<file path="src/rtl/gate_test_sequencer_if.sv">
// Bundle between the sweep sequencer and the gate-under-test harness.
// The slave side is the sequencer; the master side drives start/tables.
interface gate_test_sequencer_if #(
   parameter int ERR_W = 3
);
   logic             start;
   logic [3:0]       truth_tbl;
   logic             gate_y;
   logic             gate_a;
   logic             gate_b;
   logic             busy;
   logic             done;
   logic             pass;
   logic [ERR_W-1:0] err_count;
   logic [3:0]       fail_vec;

   modport master (
      output start, truth_tbl, gate_y,
      input  gate_a, gate_b, busy, done, pass, err_count, fail_vec
   );

   modport slave (
      input  start, truth_tbl, gate_y,
      output gate_a, gate_b, busy, done, pass, err_count, fail_vec
   );
endinterface

</file>
<file path="src/rtl/gate_test_sequencer.sv">
// Drives all four operand pairs into an external 2-input gate and checks
// gate_y against a latched truth table, reporting per-vector failures.
module gate_test_sequencer #(
   parameter int SETTLE_CYCLES = 1,
   parameter int ERR_W         = 3
) (
   input logic clk,
   input logic rst_n,
   gate_test_sequencer_if.slave bus
);
   typedef enum logic [2:0] {IDLE, DRIVE, WAIT, CHECK, DONE} state_t;

   localparam int CW = (SETTLE_CYCLES > 1) ? $clog2(SETTLE_CYCLES) : 1;
   localparam logic [CW-1:0] W_LAST =
      CW'((SETTLE_CYCLES > 0) ? SETTLE_CYCLES - 1 : 0);
   localparam logic [ERR_W-1:0] ERR_MAX = '1;

   state_t           state_q, state_d;
   logic [1:0]       idx_q, idx_d;
   logic [CW-1:0]    wcnt_q, wcnt_d;
   logic [3:0]       tbl_q, tbl_d;
   logic [ERR_W-1:0] err_q, err_d;
   logic [3:0]       fail_q, fail_d;
   logic             pass_q, pass_d;
   logic             busy;
   logic             accept;

   always_ff @(posedge clk) begin
      if (!rst_n) begin
         state_q <= IDLE;
         idx_q   <= '0;
         wcnt_q  <= '0;
         tbl_q   <= '0;
         err_q   <= '0;
         fail_q  <= '0;
         pass_q  <= 1'b0;
      end else begin
         state_q <= state_d;
         idx_q   <= idx_d;
         wcnt_q  <= wcnt_d;
         tbl_q   <= tbl_d;
         err_q   <= err_d;
         fail_q  <= fail_d;
         pass_q  <= pass_d;
      end
   end

   always_comb begin
      state_d = state_q;
      idx_d   = idx_q;
      wcnt_d  = wcnt_q;
      tbl_d   = tbl_q;
      err_d   = err_q;
      fail_d  = fail_q;
      pass_d  = pass_q;
      // The edge leaving DONE is the first IDLE-equivalent edge, so a held
      // start chains sweeps without an idle bubble.
      accept  = bus.start && (state_q == IDLE || state_q == DONE);
      unique case (state_q)
         IDLE: state_d = IDLE;
         DRIVE: begin
            wcnt_d  = '0;
            state_d = (SETTLE_CYCLES > 0) ? WAIT : CHECK;
         end
         WAIT: begin
            if (wcnt_q == W_LAST) state_d = CHECK;
            else wcnt_d = wcnt_q + 1'b1;
         end
         CHECK: begin
            if (bus.gate_y != tbl_q[idx_q]) begin
               fail_d[idx_q] = 1'b1;
               if (err_q != ERR_MAX) err_d = err_q + 1'b1;
            end
            if (idx_q == 2'd3) begin
               state_d = DONE;
               pass_d  = (fail_d == 4'b0000);
            end else begin
               idx_d   = idx_q + 2'd1;
               state_d = DRIVE;
            end
         end
         DONE: state_d = IDLE;
         default: state_d = IDLE;
      endcase
      if (accept) begin
         tbl_d   = bus.truth_tbl;
         idx_d   = '0;
         err_d   = '0;
         fail_d  = '0;
         state_d = DRIVE;
      end
   end

   assign busy          = (state_q == DRIVE) || (state_q == WAIT) ||
                          (state_q == CHECK);
   assign bus.busy      = busy;
   assign bus.done      = (state_q == DONE);
   assign bus.gate_a    = busy & idx_q[1];
   assign bus.gate_b    = busy & idx_q[0];
   assign bus.pass      = pass_q;
   assign bus.err_count = err_q;
   assign bus.fail_vec  = fail_q;
endmodule

</file>
<file path="src/flat_wrapper.sv">
// flat-port wrapper written by rule: the top's interface ports become plain ports
module gate_test_sequencer_flat 
#(
   parameter int SETTLE_CYCLES = 1,
   parameter int ERR_W         = 3
)
  (clk, rst_n, bus_start, bus_truth_tbl, bus_gate_y, bus_gate_a, bus_gate_b, bus_busy, bus_done, bus_pass, bus_err_count, bus_fail_vec);
  gate_test_sequencer_if #(.ERR_W(ERR_W)) bus_i ();
  input logic clk;
  input logic rst_n;
  input wire logic [$bits(bus_i.start)-1:0] bus_start;
  input wire logic [$bits(bus_i.truth_tbl)-1:0] bus_truth_tbl;
  input wire logic [$bits(bus_i.gate_y)-1:0] bus_gate_y;
  output wire logic [$bits(bus_i.gate_a)-1:0] bus_gate_a;
  output wire logic [$bits(bus_i.gate_b)-1:0] bus_gate_b;
  output wire logic [$bits(bus_i.busy)-1:0] bus_busy;
  output wire logic [$bits(bus_i.done)-1:0] bus_done;
  output wire logic [$bits(bus_i.pass)-1:0] bus_pass;
  output wire logic [$bits(bus_i.err_count)-1:0] bus_err_count;
  output wire logic [$bits(bus_i.fail_vec)-1:0] bus_fail_vec;
  assign bus_i.start = bus_start;
  assign bus_i.truth_tbl = bus_truth_tbl;
  assign bus_i.gate_y = bus_gate_y;
  assign bus_gate_a = bus_i.gate_a;
  assign bus_gate_b = bus_i.gate_b;
  assign bus_busy = bus_i.busy;
  assign bus_done = bus_i.done;
  assign bus_pass = bus_i.pass;
  assign bus_err_count = bus_i.err_count;
  assign bus_fail_vec = bus_i.fail_vec;
  gate_test_sequencer #(.SETTLE_CYCLES(SETTLE_CYCLES), .ERR_W(ERR_W)) u_core (.clk(clk), .rst_n(rst_n), .bus(bus_i));
endmodule
</file>
<file path="config.mk">
export PLATFORM = sky130hd
export DESIGN_NAME = gate_test_sequencer_flat
export DESIGN_NICKNAME = d
export VERILOG_FILES = /design/src/rtl/gate_test_sequencer_if.sv /design/src/rtl/gate_test_sequencer.sv /design/src/flat_wrapper.sv
export SDC_FILE = /design/constraint.sdc
export NUM_CORES = 1
export LEC_CHECK = 0
export CORE_MARGIN = 2
export CORE_UTILIZATION = 40
export CTS_CLUSTER_DIAMETER = 150
export DETAILED_ROUTE_END_ITERATION = 12
export PLACE_DENSITY = 0.67
export SETUP_SLACK_MARGIN = 0.05
export SYNTH_ARGS = -nofsm -noshare
export SYNTH_HDL_FRONTEND = slang
export SYNTH_SLANG_ARGS = --single-unit
</file>
<file path="constraint.sdc">
create_clock -name clk -period 2.45 [get_ports clk]
set_input_delay 0.49 -clock clk [delete_from_list [all_inputs] [get_ports clk]]
set_output_delay 0.49 -clock clk [all_outputs]
set_load 0.03 [all_outputs]
</file>
==> results_dict.tcl <==
set metrics [dict create \
    cts_sinks 17 \
    max_freq_mhz 452 \
    grt_setup_unrepaired "no" \
    cts-resized-gates 0 \
    grt_pass1_wl_mm 2.54 \
    vias 616 \
    post_cts_buffers 0 \
    die-area_um2 2390 \
    clockBufferDepth 2 \
    rr_startpoint "u_core.idx_q[0]" \
    ys_warn_count 0 \
    antenna_found_initial 0 \
    antennaDiodeCount 0 \
    clockRootBuffer "clkbuf_4" \
    hold_viol 0 \
    period_share_pct 90.3 \
    synthCells 79 \
    finClkSkew_ps 1.98 \
    design_area_um2 1060 \
    holdCritStartpoint "u_core.bus.pass" \
    row_count 16 \
    drive_gt1_share_pct 9.71 \
    crit_path_start "u_core.idx_q[1]" \
    gp_congestion 0.767 \
    nets 118 \
    synthesis.area_um2 806 \
    path_clk_slew_ps 100 \
    core_um2 1920 \
    drtPass1Iterations 2 \
    wl_met1_um 717 \
    ant_nets 0 \
    drcViolationCount 0 \
    die_h_um 48.9 \
    dpl-instance-area_um2 1040 \
    end_kind "output pin" \
    yosysSeqAreaShare_pct 42.2 \
    clk_latency_ps 280 \
    synth.avg_cell_area_um2 10.2 \
    wl_met2_um 668 \
    grt_usage_pct 13.6 \
    yosys.cell_types.count 24 \
    status "finished, final reports clean" \
    h-tree-depth 1 \
    crit_fanout 5 \
    seq_area_um2 340 \
    wl_met3_um 77 \
    io_pins 20 \
    setup_viol_count_final 0 \
    first_global_vias 567 \
    via_per_inst 4.74 \
    fillers 192 \
    cp.arrival_ps 1720 \
    postCtsHoldBufs 0 \
    wl_mm 1.48 \
    top_layer_used "met4" \
    io_buffers 19 \
    die_w_um 48.9 \
    cts_tree "built" \
    area_growth_pct 32.0 \
    max_cap_violations 0 \
    p_leak_nw 0.439 \
    pwr_density_cell_nw_per_um2 531 \
    initial_utilization_pct 41.9 \
    avgRoutedWirePerCell_um 11.4 \
    hpwl_mm 1.17 \
    maxSlewHeadroom_pct 78.9 \
    grt_max_degree 10 \
    multi_input_area_um2 454 \
    cts_buffers 3 \
    synth-seq-cells 17 \
    cp_data_required_time_ps 1960 \
    syn-num-nets 93 \
    dr.first_iter.drc_count 3 \
    path_class "reg -> out" \
    post-route-min-period_ps 2210 \
    worst_pin_slew_ps 313 \
    vdd_drop_max_uv 340 \
    drv_slew 0 \
    critPathLaunchType "flip-flop" \
    hold_class "reg -> reg" \
    grt_overflow 0 \
    setup_tns_ps 0 \
]
## cell families (layout without fill, tap and decap cells)
logic type,count (synthesis),in the layout,synth area share [%]
AND/OR/NAND/NOR,34,34,23.4
flip-flops,17,17,42.2
multiplexers,9,9,12.7
AO/OA/AOI/OAI,7,7,5.28
adder cells (fa/ha/maj),6,6,9.32
XOR/XNOR,3,3,5.59
buffers and inverters,3,27,1.40
## where the power goes
part | total (mW) | internal, mW | switching, mW
combinational | 0.115 | 0.0554 | 0.0596
clock | 0.144 | 0.0630 | 0.0815
sequential | 0.305 | 0.290 | 0.0150
## final timing paths
kind,endpoint,slack [ps],depth (start not counted)
worst max register to register,u_core.bus.err_count[1],770,4
worst min register to register,u_core.bus.pass,490,2
worst min-delay path,u_core.bus.pass,490,2
worst max-delay path,bus_gate_a,240,3
## cell type report
type | count | area share (%)
multi-input combinational | 59 | 42.7
sequential | 17 | 32.0
timing repair buffer | 20 | 18.6
tap | 27 | 3.18
clock buffer | 4 | 2.47
inverter | 3 | 1.06
## flip-flops by register name (all words and copies together) (netlist names)
| signal | cells |
|---|---|
| u_core.bus.err_count | 3 |
| u_core.bus.fail_vec | 4 |
| u_core.bus.pass | 1 |
| u_core.idx_q | 2 |
| u_core.state_q | 3 |
| u_core.tbl_q | 4 |
## stage by stage
| stage | setup slack, ps | power (mW) | instances | util, % | hold slack (ps) |
|---|---|---|---|---|---|
| finish | 237 | 0.565 | 130 | 55.3 | 492 |
| floorplan | 753 | 0.385 | 79 | - | 455 |
| detailed placement | 533 | 0.428 | 126 | 54.0 | 477 |
| global placement | 559 | 0.425 | 126 | 54.0 | 467 |
| CTS | 212 | 0.571 | 130 | 55.3 | 497 |
| global route | 138 | 0.597 | 130 | 55.3 | 531 |
## per-layer routing
| metal | track usage, % | vias up |
|---|---|---|
| li1 | - | 321 |
| met1 | 16.6 | 277 |
| met5 | 0 | - |
| met4 | 5.24 | 0 |
| met3 | 3.07 | 2 |
| met2 | 23.3 | 16 |
## cells in the mapped netlist, drive strengths merged
cell | count | share of area (%)
dfxtp | 17 | 42
nor2 | 14 | 6.5
mux2i | 8 | 9.9
ha | 6 | 9.3
nand2 | 5 | 2.3
a21oi | 4 | 2.9
a31oi | 3 | 2.3
inv | 3 | 1.4
nor3 | 3 | 1.9
and2 | 2 | 1.6
nand2b | 2 | 1.6
nand3b | 2 | 3.4
xnor2 | 2 | 2.2
and3b | 1 | 1.1
and4b | 1 | 1.2
mux4 | 1 | 2.8
nor2b | 1 | 0.78
nor3b | 1 | 1.6
nor4 | 1 | 0.78
or3 | 1 | 0.78
xor2 | 1 | 3.4
## cells in the final DEF, fill, tap and decap left out
cell type        count
a21oi_1              3
a21oi_2              1
a31oi_1              3
and2_1               2
and3b_1              1
and4b_1              1
buf_4                1
clkbuf_1             1
clkbuf_4             3
clkdlybuf4s50_1     19
dfxtp_1             17
ha_1                 6
inv_1                2
inv_2                1
mux2i_1              8
mux4_2               1
nand2_1              5
nand2b_1             2
nand3b_1             1
nand3b_4             1
nor2_1              14
nor2b_1              1
nor3_1               3
nor3b_2              1
nor4_1               1
or3_1                1
xnor2_1              2
xor2_4               1
## critical path: stages (launching register included)
cell and delay (ps):
dfxtp_1 420, inv_1 110, nor3_1 220, clkdlybuf4s50_1 710
(Power assumes the default switching activity.)
